<file path="src/rtl/dmem_arbiter.sv">
// dmem_arbiter: shares the data-memory/IO port between the CPU MEM stage and a debug/loader port
module dmem_arbiter #(
  parameter int STARVE_MAX = 4,
  parameter int CNT_W      = 3
) (
  input  logic        clock,
  input  logic        reset_n,
  input  logic        cpu_req,
  input  logic        cpu_write,
  input  logic [15:0] cpu_addr,
  input  logic [15:0] cpu_wdata,
  output logic [15:0] cpu_rdata,
  output logic        cpu_stall,
  input  logic        dbg_req,
  input  logic        dbg_write,
  input  logic [15:0] dbg_addr,
  input  logic [15:0] dbg_wdata,
  input  logic        dbg_lock,
  output logic        dbg_gnt,
  output logic [15:0] dbg_rdata,
  output logic        dbg_valid,
  output logic [15:0] mem_addr,
  output logic [15:0] mem_wdata,
  output logic        mem_write,
  output logic        mem_read,
  input  logic [15:0] mem_rdata
);
  typedef enum logic {IDLE, LOCK} state_t;
  state_t            state_q, state_d;
  logic [CNT_W-1:0]  starve_cnt_q, starve_cnt_d;
  logic [15:0]       dbg_rdata_q, dbg_rdata_d;
  logic              dbg_valid_q, dbg_valid_d;
  logic              dbg_win, cpu_gnt, starved;

  assign dbg_rdata = dbg_rdata_q;
  assign dbg_valid = dbg_valid_q;

  // Grant decision and memory port mux; every strobe is forced low while reset_n is low
  always_comb begin
    starved   = starve_cnt_q == CNT_W'(STARVE_MAX);
    dbg_win   = (state_q == LOCK) ? dbg_req : dbg_req & (~cpu_req | starved);
    dbg_gnt   = reset_n & dbg_win;
    cpu_gnt   = reset_n & (state_q == IDLE) & cpu_req & ~dbg_win;
    cpu_stall = reset_n & cpu_req & ~cpu_gnt;
    mem_addr  = cpu_gnt ? cpu_addr : dbg_gnt ? dbg_addr : '0;
    mem_wdata = cpu_gnt ? cpu_wdata : dbg_gnt ? dbg_wdata : '0;
    mem_write = cpu_gnt ? cpu_write : dbg_gnt & dbg_write;
    mem_read  = cpu_gnt ? ~cpu_write : dbg_gnt & ~dbg_write;
    cpu_rdata = cpu_gnt ? mem_rdata : '0;
  end

  // Next state: lock entry on a locked debug grant, exit when dbg_lock is sampled low
  always_comb begin
    state_d      = (state_q == IDLE) ? ((dbg_gnt & dbg_lock) ? LOCK : IDLE) : (dbg_lock ? LOCK : IDLE);
    starve_cnt_d = (dbg_req & ~dbg_gnt) ? (starved ? starve_cnt_q : starve_cnt_q + 1'b1) : '0;
    dbg_valid_d  = dbg_gnt & ~dbg_write;
    dbg_rdata_d  = dbg_valid_d ? mem_rdata : dbg_rdata_q;
  end

  // State, starvation counter and registered debug read data
  always_ff @(posedge clock or negedge reset_n) begin
    if (!reset_n) begin
      state_q      <= IDLE;
      starve_cnt_q <= '0;
      dbg_rdata_q  <= '0;
      dbg_valid_q  <= 1'b0;
    end else begin
      state_q      <= state_d;
      starve_cnt_q <= starve_cnt_d;
      dbg_rdata_q  <= dbg_rdata_d;
      dbg_valid_q  <= dbg_valid_d;
    end
  end
endmodule

</file>
<file path="config.mk">
export PLATFORM = sky130hd
export DESIGN_NAME = dmem_arbiter
export DESIGN_NICKNAME = d
export VERILOG_FILES = /design/src/rtl/dmem_arbiter.sv
export SDC_FILE = /design/constraint.sdc
export NUM_CORES = 1
export LEC_CHECK = 0
export CORE_MARGIN = 2
export CORE_UTILIZATION = 27
export DETAILED_ROUTE_END_ITERATION = 8
export GPL_TIMING_DRIVEN = 0
export MAX_ROUTING_LAYER = met4
export PLACE_DENSITY = 0.85
export SETUP_SLACK_MARGIN = 0.4
export SYNTH_ARGS = -nofsm -noshare
export SYNTH_HDL_FRONTEND = slang
export SYNTH_SLANG_ARGS = --single-unit
</file>
<file path="constraint.sdc">
create_clock -name clock -period 2 [get_ports clock]
set_input_delay 0.4 -clock clock [delete_from_list [all_inputs] [get_ports clock]]
set_output_delay 0.4 -clock clock [all_outputs]
set_load 0.03 [all_outputs]
</file>
# [Yosys cells after proc, flatten, opt, wreduce, memory -nomap -nowiden]
# Index checks and enable logic that the tools add are counted.
[totals] regBits=21 in_bits=87 output_inout_bits=69 elab_cells=39
[op_classes] n_addsub=1 eq_ne=2 mux=13 bitwise_logic=19
[ops] operator="16-bit 2-to-1 mux" n=5
[ops] operator="1-bit bitwise AND" n=11
[ops] operator="1-bit NOT" n=7
[ops] operator="1-bit 2-to-1 mux" n=6
[ops] operator="3-bit 2-to-1 mux" n=2
[ops] operator="3-bit by 1-bit adder with 3-bit output, second input constant" n=1
[ops] operator="3-bit == test, second input constant" n=1
[ops] operator="2-bit inequality test, second input constant" n=1
[ops] operator="1-bit OR" n=1

# [Depth between registers and ports, before layout]
# Gate-level depths: netlist of the first run.
[logic_depth] word_depth=8 ltp_mapped=7 mapped_depth_nobuf=5

# [Worst setup path after synthesis of the first run]
# Ideal clock, no wire load.
[synth_timing] path_type="register -> output" startpoint="register starve_cnt_q[0]" endpoint="output port mem_wdata[10]" arrival_ns=1.783 t_required_ns=1.600 slack_ns=-0.183 stages_incl_launch_ff=7 n_path_buf=1 cell_sequence="dfrtp_1 > inv_1 > ha_1 > nand2_2 > a21oi_1 > clkbuf_1 > a22o_1"
[synth_via] elab_chain_len=7 elab_cells_between_ends=9 classes_between="eq/ne: 1; mux: 3; bitwise: 5"
[synth_lines] element="from (decl)" line_no="30" source="logic [CNT_W-1:0] starve_cnt_q, starve_cnt_d;"
[synth_lines] element="from (signal assigned)" line_no="69" source="starve_cnt_q <= starve_cnt_d;"
[synth_lines] element="3-bit == test" line_no="40" source="starved = starve_cnt_q == CNT_W'(STARVE_MAX);"
[synth_lines] element="1-bit OR" line_no="41" source="dbg_win = (state_q == LOCK) ? dbg_req : dbg_req & (~cpu_req | starved);"
[synth_lines] element="1-bit bitwise AND" line_no="41"
[synth_lines] element="1-bit 2-to-1 mux" line_no="41"
[synth_lines] element="1-bit bitwise AND" line_no="42" source="dbg_gnt = reset_n & dbg_win;"
[synth_lines] element="net dbg_gnt" line_no="19" source="output logic dbg_gnt,"
[synth_lines] element="16-bit 2-to-1 mux (2 in a row)" line_no="46" source="mem_wdata = cpu_gnt ? cpu_wdata : dbg_gnt ? dbg_wdata : '0;"
[synth_lines] element="to (decl)" line_no="23" source="output logic [15:0] mem_wdata,"
# The timed path passes the listed nets, and every way through them passes these cells.

# [Final worst setup path of the first run]
[layout_timing] startpoint="register starve_cnt_q[0]" endpoint="output port cpu_rdata[4]"
[layout_via] elab_chain_len=7
[layout_lines] element="3-bit == test" line_no="40"
[layout_lines] element="1-bit OR" line_no="41"
[layout_lines] element="1-bit bitwise AND" line_no="41"
[layout_lines] element="1-bit 2-to-1 mux" line_no="41"
[layout_lines] element="1-bit NOT" line_no="43" source="cpu_gnt = reset_n & (state_q == IDLE) & cpu_req & ~dbg_win;"
[layout_lines] element="1-bit bitwise AND" line_no="43"
[layout_lines] element="16-bit 2-to-1 mux" line_no="49" source="cpu_rdata = cpu_gnt ? mem_rdata : '0;"
[layout_lines] element="to (decl)" line_no="12" source="output logic [15:0] cpu_rdata,"
# No other way between the ends.

==> results of run 1 <==
==> sequential cells by signal (all words and copies together) (netlist names) <==
register	flops
state_q	1
starve_cnt_q	3
dbg_rdata	16
dbg_valid	1
==> layer usage <==
layer	up-vias	wire length, um	GRT usage, %
li1	808	-	-
met1	848	2640	27.8
met2	93	3590	42.9
met3	10	579	5.35
met4	0	99	6.26
met5	-	0	-
==> stage by stage <==
step / area (um2) / util (%)
floorplan: 1730 / -
global placement: 3350 / 71.4
detailed placement: 3350 / 71.4
CTS: 3760 / 80.1
global route: 3880 / 82.7
finish: 3880 / 82.7
==> power by group <==
part	total, W	internal (W)	switching, W
Combinational	0.00127	0.000672	0.000596
Sequential	0.000564	0.000513	0.0000509
Clock	0.000272	0.000142	0.000131
Total	0.00210	0.00133	0.000777
==> worst max-delay path, delay by kind of cell (launching register included) <==
| kind | cells | cell delay, ns |
|---|---|---|
| buf+inv | 5 | 0.56 |
| flops | 1 | 0.38 |
| compound gates | 1 | 0.30 |
| fa+ha+maj | 1 | 0.17 |
| simple gates | 1 | 0.13 |
==> logic make-up after synthesis <==
logic type | after synthesis
xor+xnor | 1
mux | 17
compound gates | 39
flops | 21
buf+inv | 13
fa+ha+maj | 2
simple gates | 25
==> cell usage after synthesis <==
cell type | instances | area, um2
a211oi_4 | 1 | 20.0
a21o_1 | 1 | 7.51
a21oi_1 | 1 | 5.00
a22o_1 | 33 | 289
a311oi_2 | 1 | 15.0
and2_1 | 16 | 100
buf_2 | 3 | 15.0
buf_6 | 1 | 11.3
clkbuf_1 | 6 | 22.5
dfrtp_1 | 21 | 526
ha_1 | 2 | 25.0
inv_1 | 3 | 11.3
mux2_1 | 8 | 90.1
mux2_2 | 8 | 90.1
mux2i_1 | 1 | 10.0
nand2_1 | 2 | 7.51
nand2_2 | 1 | 6.26
nand3b_1 | 1 | 7.51
nor2_1 | 1 | 3.75
nor2b_1 | 1 | 6.26
nor3b_1 | 3 | 22.5
o21a_1 | 1 | 7.51
o21ai_0 | 1 | 5.00
xnor2_1 | 1 | 8.76
==> timing repair <==
action / CTS / global route
pin swaps: 10 / 2
setup buffers: 11 / 6
gates cloned: 4 / 2
setup endpoints to repair: 90 / 89
hold buffers: 1 / 0
endpoints found under the hold margin: 21 / 0
resized for setup: 430 / 18
==> worst min-delay path by stage <==
stage,from,end,slack (ns)
finish,reset_n,dbg_rdata[2],0.44
detailed placement,dbg_rdata[2],dbg_rdata[2],0.48
global route,dbg_rdata[12],dbg_rdata[12],0.52
CTS,dbg_rdata[15],dbg_rdata[15],0.51
global placement,dbg_rdata[7],dbg_rdata[7],0.47
floorplan,reset_n,dbg_rdata[0],0.10
==> final cells by class <==
cell class	instances	area (um2)	area share (%)
Tap cell	54	67.6	1.74
Timing Repair Buffer	179	1860	47.9
Buffer	10	191	4.94
Multi-Input combinational cell	84	1180	30.5
Inverter	3	11.3	0.290
Clock buffer	4	45.0	1.16
Sequential cell	21	526	13.5
==> results.yml, run 1 <==
outcome:
  status: "complete, but fails checks"
  violations: "negative setup slack"
floorplan:
  coreArea_mm2: 0.00469
  die_area_mm2: 0.00543
  pin_count: 156
  die_h_um: 73.7
  row_count: 25
  die-width_um: 73.7
  start_util_pct: 28.0
drt:
  drtAntennaViolNets: 0
  num_vias: 1759
  route.detailed.drc: 0
  drt-total-wl_um: 6910
  drt_iter0_markers: 23
  routed_via_density: 4.95
  first_pass_iters: 4
  routedWlPerCell_um: 19.5
critical_path:
  critPathMaxFanout: 5
  worst_r2r_path_depth: 7
  r2r-start: "starve_cnt_q[1]"
  crit_end: "cpu_rdata[4]"
  crit_start: "starve_cnt_q[0]"
  critPathMaxStageDelay_ns: 0.38
  path_cells: "inv_2 > ha_4 > a311oi_4 > buf_4 > buf_8 > buf_6 > and2_4 > buf_6"
  r2r_end: "dbg_rdata[14]"
  cp-start-kind: "flop"
  regToRegSetupSlack_ns: 0.30
  cp-end-kind: "output port"
  critPathKind: "flop to output port"
  critPathMostFrequentCell: "buf_6"
  worstPathArrival_ns: 1.80
  crit_required_ns: 1.60
  crit_slowest_cell: "dfrtp_1"
synth:
  ys_seq_area_share_pct: 40.0
  synth_top_family_by_area: "compound AO/OA/AOI/OAI gates"
  ys_ff_latch: 21
  syn-cell-area_mm2: 0.00131
  muxShareOfSynthArea_pct: 14.5
  syn_inst: 118
  synth_compound_area_share_pct: 26.6
  synth_xor_area_share_pct: 0.667
  syn-num-nets: 207
  yosys.area_share.simple_pct: 11.7
  synthAdderAreaFrac_pct: 1.91
  yosysWarnings: 0
  avgSynthCellArea_um2: 11.1
  synthDistinctLibCells: 24
global_routing:
  antenna_found_initial: 0
  overflow: 0
  groute.usage.overall_pct: 24.3
  grt_pass1_wl_um: 9660
  grt_pass1_vias: 1853
  grt_start_max_net_pins: 22
timing:
  setup_viol: 51
  finalMaxSlewViolations: 0
  hold_viol: 0
  hold_slack_ns: 0.443
  finalCritPeriodShare_pct: 110
  rsz0062_at_grt: "yes"
  finalWorstSetupSlack_ns: -0.195
  max_freq_mhz: 456
  fin_skew_ns: 0.00964
  slew-limit-headroom_pct: 38.3
  tightest_slew_ns: 0.925
  fin_setup_tns_ns: -7.84
  finalCriticalPeriod_ns: 2.20
clock_network:
  cts_max_path_buffers: 2
  insertion_delay_ns: 0.26
  path_clk_slew_ns: 0.08
  cts_tree: "built"
  clock_sinks: 21
  htreeDepth: 1
  cts-root-buf: "clkbuf_8"
  cts_made_buffers: 3
power:
  ir_worst_vdd_mv: 0.561
  cellPowerDensity_mw_per_mm2: 542
  leakage_nw: 1.84
  p_total_w: 0.00210
final_layout:
  finalNetCount: 391
  layout_commonest_cell: "clkdlybuf4s50_1"
  fin_cells: 355
  final_cell_mix: "clkdlybuf4s50_1 (83), buf_6 (61), a22o_4 (33), dfrtp_1 (21), dlygate4sd2_1 (19)"
  layout-drive-gt1-share_pct: 54.8
  syn_to_final_growth_pct: 196
  diodes: 0
  nFillCells: 291
place:
  preCtsSetupSlack_ns: -1.94
  gp_congestion: 0.913
  dp.cells: 327
  port_buffers: 155
  dp_hpwl_um: 4870
min_path:
  min_path_type: "input port to asynchronous set/reset pin"
job:
  max_cap_viol_count: 0
Power figures use the tool's default switching activity.
==> run 2, diff against run 1 <==
--- a/config.mk
+++ b/config.mk
@@ -7,6 +7,7 @@
 export LEC_CHECK = 0
 export CORE_MARGIN = 2
 export CORE_UTILIZATION = 27
+export CTS_CLUSTER_DIAMETER = 60
 export DETAILED_ROUTE_END_ITERATION = 8
 export GPL_TIMING_DRIVEN = 0
 export MAX_ROUTING_LAYER = met4
==> results of run 2 <==
The final DEF is identical to that of run 1; final timing and power are the same.
